$ cat config.mk
export PLATFORM = sky130hd
export DESIGN_NAME = fetch_ctrl
export DESIGN_NICKNAME = d
export VERILOG_FILES = /design/src/rtl/fetch_ctrl_pkg.sv /design/src/rtl/fetch_ctrl_buf.sv /design/src/rtl/fetch_ctrl.sv
export SDC_FILE = /design/constraint.sdc
export NUM_CORES = 1
export LEC_CHECK = 0
export CORE_ASPECT_RATIO = 1.25
export CORE_MARGIN = 3
export CORE_UTILIZATION = 40
export CTS_CLUSTER_DIAMETER = 120
export DETAILED_ROUTE_END_ITERATION = 10
export DONT_BUFFER_PORTS = 1
export RECOVER_POWER = 25
export SLEW_MARGIN = 10
export SYNTH_ARGS = -nofsm -noshare
export SYNTH_HDL_FRONTEND = slang
export SYNTH_SLANG_ARGS = --single-unit
$ cat constraint.sdc
create_clock -name clk -period 5.6 [get_ports clk]
set_input_delay 0.28 -clock clk [delete_from_list [all_inputs] [get_ports clk]]
set_output_delay 0.28 -clock clk [all_outputs]
set_load 0.02 [all_outputs]
$ cat src/rtl/fetch_ctrl_pkg.sv
// Shared types and constants for the instruction fetch controller.
// The FETCH_CTRL_PERF_EN macro enables the optional performance counters in fetch_ctrl.
package fetch_ctrl_pkg;

    localparam int PC_WIDTH   = 16;
    localparam int INST_WIDTH = 16;
    localparam int CNT_WIDTH  = 16;

    localparam logic [3:0] OPCODE_B   = 4'hC;
    localparam logic [3:0] OPCODE_BR  = 4'hD;
    localparam logic [3:0] OPCODE_HLT = 4'hF;

    typedef enum logic [2:0] {
        ST_REQ,
        ST_WAIT,
        ST_HOLD,
        ST_DRAIN,
        ST_HALT_PEND,
        ST_HALTED
    } fetch_state_t;

    function automatic logic is_halt(input logic [INST_WIDTH-1:0] i);
        return i[INST_WIDTH-1 -: 4] == OPCODE_HLT;
    endfunction

    // Instructions are halfword aligned; bit 0 of any target is dropped.
    function automatic logic [PC_WIDTH-1:0] pc_align(input logic [PC_WIDTH-1:0] a);
        return a & ~PC_WIDTH'(1);
    endfunction

endpackage

$ cat src/rtl/fetch_ctrl_buf.sv
// Single-entry instruction/PC buffer between fetch and decode.
// clear wins over load so a flush can never be overridden by a same-cycle fill.
module fetch_buf
    import fetch_ctrl_pkg::*;
(
    input  logic                  clk,
    input  logic                  rst,
    input  logic                  load,
    input  logic                  clear,
    input  logic [INST_WIDTH-1:0] load_inst,
    input  logic [PC_WIDTH-1:0]   load_pc,
    output logic                  valid,
    output logic [INST_WIDTH-1:0] inst,
    output logic [PC_WIDTH-1:0]   inst_pc
);

    always_ff @(posedge clk) begin
        if (rst) begin
            valid   <= 1'b0;
            inst    <= '0;
            inst_pc <= '0;
        end else if (clear) begin
            valid <= 1'b0;
        end else if (load) begin
            valid   <= 1'b1;
            inst    <= load_inst;
            inst_pc <= load_pc;
        end
    end

endmodule

$ cat src/rtl/fetch_ctrl.sv
// Instruction fetch controller: one outstanding memory request, single-entry decode buffer,
// redirect/squash handling and HLT stop. Define FETCH_CTRL_PERF_EN for fetch/squash counters.
module fetch_ctrl
    import fetch_ctrl_pkg::*;
(
    input  logic                  clk,
    input  logic                  rst,
    output logic                  imem_req,
    output logic [PC_WIDTH-1:0]   imem_addr,
    input  logic                  imem_ready,
    input  logic                  imem_valid,
    input  logic [INST_WIDTH-1:0] imem_data,
    output logic                  inst_valid,
    output logic [INST_WIDTH-1:0] inst,
    output logic [PC_WIDTH-1:0]   inst_pc,
    input  logic                  inst_ready,
    input  logic                  redirect,
    input  logic [PC_WIDTH-1:0]   redirect_pc,
    output logic [PC_WIDTH-1:0]   pc,
`ifdef FETCH_CTRL_PERF_EN
    output logic [CNT_WIDTH-1:0]  perf_fetch_cnt,
    output logic [CNT_WIDTH-1:0]  perf_squash_cnt,
`endif
    output logic                  halted
);

    fetch_state_t state, state_nxt;

    logic hs_req, hs_dec, redir;
    logic buf_load, buf_clear, pc_set, pc_inc;

    assign hs_req = imem_req && imem_ready;
    assign hs_dec = inst_valid && inst_ready;
    assign redir  = redirect && (state != ST_HALTED);

    always_ff @(posedge clk) begin
        if (rst) state <= ST_REQ;
        else     state <= state_nxt;
    end

    always_comb begin
        state_nxt = state;
        case (state)
            ST_REQ: begin
                if (hs_req) state_nxt = redirect ? ST_DRAIN : ST_WAIT;
            end
            ST_WAIT: begin
                if (redirect)        state_nxt = imem_valid ? ST_REQ : ST_DRAIN;
                else if (imem_valid) state_nxt = is_halt(imem_data) ? ST_HALT_PEND : ST_HOLD;
            end
            ST_HOLD: begin
                if (redirect || hs_dec) state_nxt = ST_REQ;
            end
            // A redirect landing with the awaited response still closes the drain:
            // nothing is outstanding any more.
            ST_DRAIN: begin
                if (imem_valid) state_nxt = ST_REQ;
            end
            ST_HALT_PEND: begin
                if (redirect)    state_nxt = ST_REQ;
                else if (hs_dec) state_nxt = ST_HALTED;
            end
            ST_HALTED: state_nxt = ST_HALTED;
            default:   state_nxt = ST_REQ;
        endcase
    end

    always_comb begin
        imem_req  = (state == ST_REQ);
        halted    = (state == ST_HALTED);
        buf_load  = (state == ST_WAIT) && imem_valid && !redirect;
        buf_clear = redir || (hs_dec && (state == ST_HOLD || state == ST_HALT_PEND));
        pc_set    = redir;
        pc_inc    = hs_req && !redirect;
    end

    always_ff @(posedge clk) begin
        if (rst)         pc <= '0;
        else if (pc_set) pc <= pc_align(redirect_pc);
        else if (pc_inc) pc <= pc + PC_WIDTH'(2);
    end

    assign imem_addr = pc;

    // pc already advanced past the accepted request, so the fetched address is pc-2.
    fetch_buf u_buf (
        .clk       (clk),
        .rst       (rst),
        .load      (buf_load),
        .clear     (buf_clear),
        .load_inst (imem_data),
        .load_pc   (pc - PC_WIDTH'(2)),
        .valid     (inst_valid),
        .inst      (inst),
        .inst_pc   (inst_pc)
    );

`ifdef FETCH_CTRL_PERF_EN
    logic squash_evt;

    assign squash_evt = ((state == ST_DRAIN) && imem_valid) ||
                        ((state == ST_WAIT) && imem_valid && redirect) ||
                        (redir && inst_valid);

    always_ff @(posedge clk) begin
        if (rst) begin
            perf_fetch_cnt  <= '0;
            perf_squash_cnt <= '0;
        end else begin
            if (hs_dec && perf_fetch_cnt != '1)
                perf_fetch_cnt <= perf_fetch_cnt + CNT_WIDTH'(1);
            if (squash_evt && perf_squash_cnt != '1)
                perf_squash_cnt <= perf_squash_cnt + CNT_WIDTH'(1);
        end
    end
`endif

endmodule

-- Yosys cells after proc, flatten, opt, wreduce, memory -nomap -nowiden
Cells that the tools add are included.
- output and inout port bits: 67
- register bits after elaboration: 52
- ROM bits: 0
- bits in latches: 0
- input bits: 38
- memories: 0
- memory bits (writable): 0
- logic and storage cells: 51
- muxes and demuxes: 13
- equal/unequal tests: 12
- bitwise gates (word level): 1
- magnitude comparators: 0
- reduce and logical (&&, ||, !) cells: 17
- div/mod/pow operators: 0
- add/sub/neg operators: 2
- $mul: 0
- shift-type cells: 0
- operators by type and width (kind ; count):
    2-to-1 mux 16 bit ; 2
    2-to-1 mux 3 bit ; 8
    case mux 3 bit (6 select lines) ; 1
    adder 16 x 2 -> 16 bit, second input constant ; 1
    subtractor 16 x 2 -> 16 bit, second input constant ; 1
    inequality test 3 bit, second input constant ; 3
    logical AND 1 bit ; 7
    == test 3 x 2 -> 1 bit, second input constant ; 2
    == test 3 bit, second input constant ; 2
    AND reduction 5 bit ; 1
    == test 4 bit, second input constant ; 1
    2-to-1 mux 2 bit ; 2
    inequality test 2 bit, second input constant ; 2
    OR reduction 2 bit ; 2
    == test 3 x 1 -> 1 bit, second input constant ; 1
    zero test 3 bit ; 1
    logical OR 1 bit ; 3
    inequality test 2 x 1 -> 1 bit, second input constant ; 1
    AND reduction 2 bit ; 1
    nonzero test 2 bit ; 1
    zero test 1 bit ; 1
    inverter 1 bit ; 1

-- Logic depth before layout (Yosys ltp)
- word-level depth: 6
- gate-level depth with buffers: 7
- depth with buffers taken out: 6

-- By module
From an unflattened synthesis, not the netlist that was laid out.
- cell total of the unflattened synthesis: 342
- area total of the unflattened synthesis: 2966.6 µm²
- modules (own cells, without submodules) (module ; times used ; area an instance (µm²) ; seq. area each (µm²) ; cells each):
    fetch_buf ; 1 ; 1491.4 ; 660.6 ; 148
    fetch_ctrl ; 1 ; 1475.2 ; 360.3 ; 194

-- Least setup slack after synthesis
OpenSTA, ideal clock, no wires.
- path kind: register to register
- start: register pc[3], in the netlist imem_addr[3]
- end: register u_buf.inst_pc[13]
- setup time: 91 ps
- required time: 5509 ps
- cell stages (with the launch flop): 8
- slack: 3451 ps
- arrival: 2058 ps
- period minus slack after synthesis: 2149 ps
- buffers on the path: 3
- cell sequence: dfxtp_1 -> buf_6 -> or3_1 -> buf_2 -> or2_1 -> clkbuf_2 -> or4_1 -> a311oi_1
- word-level cells in the longest chain between the ends: 1
- RTL lines (element ; RTL line ; RTL):
    start, declared ; fetch_ctrl.sv:19 ; output logic [PC_WIDTH-1:0] pc,
    start signal, assigned ; fetch_ctrl.sv:79 ; else if (pc_set) pc <= pc_align(redirect_pc);
    start signal, assigned ; fetch_ctrl.sv:80 ; else if (pc_inc) pc <= pc + PC_WIDTH'(2);
    subtractor 16 x 2 -> 16 bit ; fetch_ctrl.sv:92 ; .load_pc (pc - PC_WIDTH'(2)),
    end signal, assigned ; fetch_ctrl_buf.sv:27 ; inst_pc <= load_pc;
    end, declared ; fetch_ctrl_buf.sv:14 ; output logic [PC_WIDTH-1:0] inst_pc
No other way between the ends.
A chain may end at the register's enable or synchronous reset.

-- Worst setup path in the final report
- start: register pc[2], in the netlist imem_addr[2]
- end: register pc[15], in the netlist imem_addr[15]
- word-level cells in the longest chain between the ends: 3
- RTL lines (element ; RTL line):
    adder 16 x 2 -> 16 bit ; fetch_ctrl.sv:80
    2-to-1 mux 16 bit ; fetch_ctrl.sv:80
    2-to-1 mux 16 bit ; fetch_ctrl.sv:79
No other way between the ends. The select of a mux whose other input is x is not followed.

==> impl_metrics.env <==
export IMPL_nets=345
export IMPL_yosys_top_cells_count="50 x dfxtp_1, 41 x nand2_1, 25 x nor2_1"
export IMPL_finalMaxSlewViolations=0
export IMPL_grt_remaining_overflow=0
export IMPL_utilization_pct=42.6
export IMPL_yosysTopAreaCellShare_pct=37.3
export IMPL_relSlewSlack_pct=50.8
export IMPL_drt_total_wl_um=6380
export IMPL_yosysMostFrequentCell="dfxtp_1"
export IMPL_synth_area_leader_cell="dfxtp_1"
export IMPL_async_flop_share_pct=0
export IMPL_die_x_um=79.2
export IMPL_clock_fmax_mhz=418
export IMPL_drtIter0Drc=105
export IMPL_port_buffers=0
export IMPL_yosysSeqAreaShare_pct=37.3
export IMPL_skew_ps=10.7
export IMPL_fillers=665
export IMPL_wl_per_cell_um=16.3
export IMPL_min_path_cells=1
export IMPL_max_cap_violations=0
export IMPL_powerDensity_nw_per_um2=415
export IMPL_path_clk_slew_ps=100
export IMPL_gp_congestion=0.803
export IMPL_setup_violations=0
export IMPL_ys_warn_count=0
export IMPL_crit_chain="ha_1, nand3_1, or4_1, o31a_1, o32ai_1"
export IMPL_cts_root_buf="clkbuf_8"
export IMPL_first_pass_iters=4
export IMPL_ir_drop_mv=0.182
export IMPL_syn_area_per_cell_sq_um=7.89
export IMPL_drc=0
export IMPL_final_hold_violation_count=0
export IMPL_hold_path_class="in2reg"
export IMPL_pin_count=105
export IMPL_antenna_found_initial=0
export IMPL_ctsResizeCount=0
export IMPL_cp_slowest_cell="dfxtp_1"
export IMPL_tns_ps=0
export IMPL_fin_crit_sh_pct=42.7
export IMPL_synth_flop_cell="dfxtp_1"
export IMPL_worstSetupPathType="reg2reg"
export IMPL_n_antenna_cell=0
export IMPL_syn_cell_area_sq_um=2680
export IMPL_die_area_sq_um=7730
export IMPL_core_area_sq_um=6330
export IMPL_ys_types=46
export IMPL_synth_area_leaders="dfxtp_1 37%, nand2_1 5.7%, a211oi_1 5.0%, buf_4 5.0%, xnor2_1 4.9%"
export IMPL_fp_dieH_um=97.6
export IMPL_tightestPinTransition_ps=736
export IMPL_core_rowCount=32
export IMPL_r2r_start="imem_addr[2]$_SDFFE_PP0P_"
export IMPL_grt_pass1_wl_um=10700
export IMPL_rsz0062_at_grt="no"
export IMPL_final_antenna_net_count=0
export IMPL_status="finished clean"
export IMPL_post_cts_setup_buffers=0
export IMPL_cts_path_max_buffers=2
export IMPL_drive_above_1_share_pct=4.25
export IMPL_cts_tree="done"
export IMPL_vias=2186
export IMPL_critPathMaxStageDelay_ps=740
export IMPL_synth_seq_cells=50
export IMPL_hold_buffers=0
export IMPL_initial_core_util_pct=42.4
export IMPL_cp_max_fo=8
export IMPL_cp_required_ps=5820
export IMPL_post_route_min_period_ps=2390
export IMPL_viasPerCell=5.59
export IMPL_crit_start="imem_addr[2]$_SDFFE_PP0P_"
export IMPL_hold_ws_ps=40.8
export IMPL_cp_arrival_ps=2610
export IMPL_cts_sinks=50
export IMPL_p_leak_uw=0.000869
export IMPL_start_kind="register"
export IMPL_min_from="rst"
export IMPL_numCtsBuffers=5
export IMPL_htreeDepth=2
export IMPL_grt_max_degree=57
export IMPL_r2r_setup_slack_ps=3210
export IMPL_netlist_instances=340
export IMPL_area_delta_synth_final_pct=0.420
export IMPL_endpoint_kind="register"
export IMPL_grt_pass1_vias=2086
export IMPL_clkLatencyLatePin_ps=300
export IMPL_r2r_cells=5
export IMPL_hpwlAfterDp_um=4490
export IMPL_synth_edff_count=0
export IMPL_grt_total_usage_pct=16.8
-- stage by stage --
| stage | instance area, sq um | std cells | power (uW) | worst slack, ps |
|---|---|---|---|---|
| 2_1_floorplan | 2690 | 342 | 792 | 3450 |
| 3_3_place_gp | 2560 | 383 | 818 | 3270 |
| 3_5_place_dp | 2560 | 383 | 824 | 3240 |
| 4_1_cts | 2690 | 391 | 1130 | 3200 |
| 5_1_grt | 2690 | 391 | 1190 | 3040 |
| 6_report | 2690 | 391 | 1120 | 3210 |
-- worst max-delay path, delay by kind of cell, from the launching register on --
kind	cells	cell delay (ps)
simple gates	2	810
flops	1	740
fa+ha+maj	1	290
compound gates	2	460
-- final timing paths --
| path | endpoint |
|---|---|
| setup reg to reg | imem_addr[15]$_SDFFE_PP0P_ |
| hold / removal | imem_addr[8]$_SDFFE_PP0P_ |
| setup / recovery | imem_addr[15]$_SDFFE_PP0P_ |
| hold reg to reg | u_buf.inst[13]$_SDFFE_PP0P_ |
-- kinds of logic after synthesis --
family | synth area share (%)
fa+ha+maj | 0.933
flops | 37.3
xor+xnor | 5.55
compound gates | 20.3
mux | 0.373
simple gates | 24.4
other cells | 0.140
buf+inv | 10.9
-- report_power, final --
part	internal (uW)	switching, uW
registers	402	138
clock network	179	124
logic	107	167
total	688	429
-- flip-flops by register name (all words and copies together), names as in the netlist --
name,cells
u_buf.valid,1
imem_addr,15
u_buf.inst_pc,15
u_buf.inst,16
state,3
-- cell type report --
class / count / area [sq um] / area share [%]
Multi-Input combinational cell: 235 / 1400 / 51.8
Timing Repair Buffer: 1 / 7.51 / 0.279
Sequential cell: 50 / 1000 / 37.2
Clock buffer: 5 / 68.8 / 2.55
Inverter: 12 / 45.0 / 1.67
Clock inverter: 3 / 68.8 / 2.55
Tap cell: 85 / 106 / 3.95
-- cell usage in the layout (no fill, tap or decap), drive strengths merged, types with 6 or more instances in the layout --
| cell | synthesis | final |
|---|---|---|
| o21ai | 8 | 8 |
| xnor2 | 15 | 15 |
| nand2 | 41 | 41 |
| nor2 | 25 | 25 |
| a21oi | 20 | 20 |
| nand2b | 7 | 7 |
| or4 | 6 | 6 |
| inv | 12 | 12 |
| nor4 | 7 | 7 |
| a22oi | 6 | 6 |
| or3 | 11 | 11 |
| nand3 | 10 | 10 |
| nand4 | 6 | 6 |
| a211oi | 18 | 18 |
| nor3 | 6 | 6 |
| dfxtp | 50 | 50 |
-- layer usage --
| layer | vias to the layer above | wire length (um) | global-route usage (%) |
|---|---|---|---|
| met5 | - | 0 | 0 |
| li1 | 1109 | - | - |
| met3 | 6 | 582 | 6.31 |
| met4 | 0 | 68 | 4.37 |
| met1 | 995 | 2770 | 21.1 |
| met2 | 76 | 2960 | 26.9 |
Note: power is estimated with default switching activity, not from simulation.
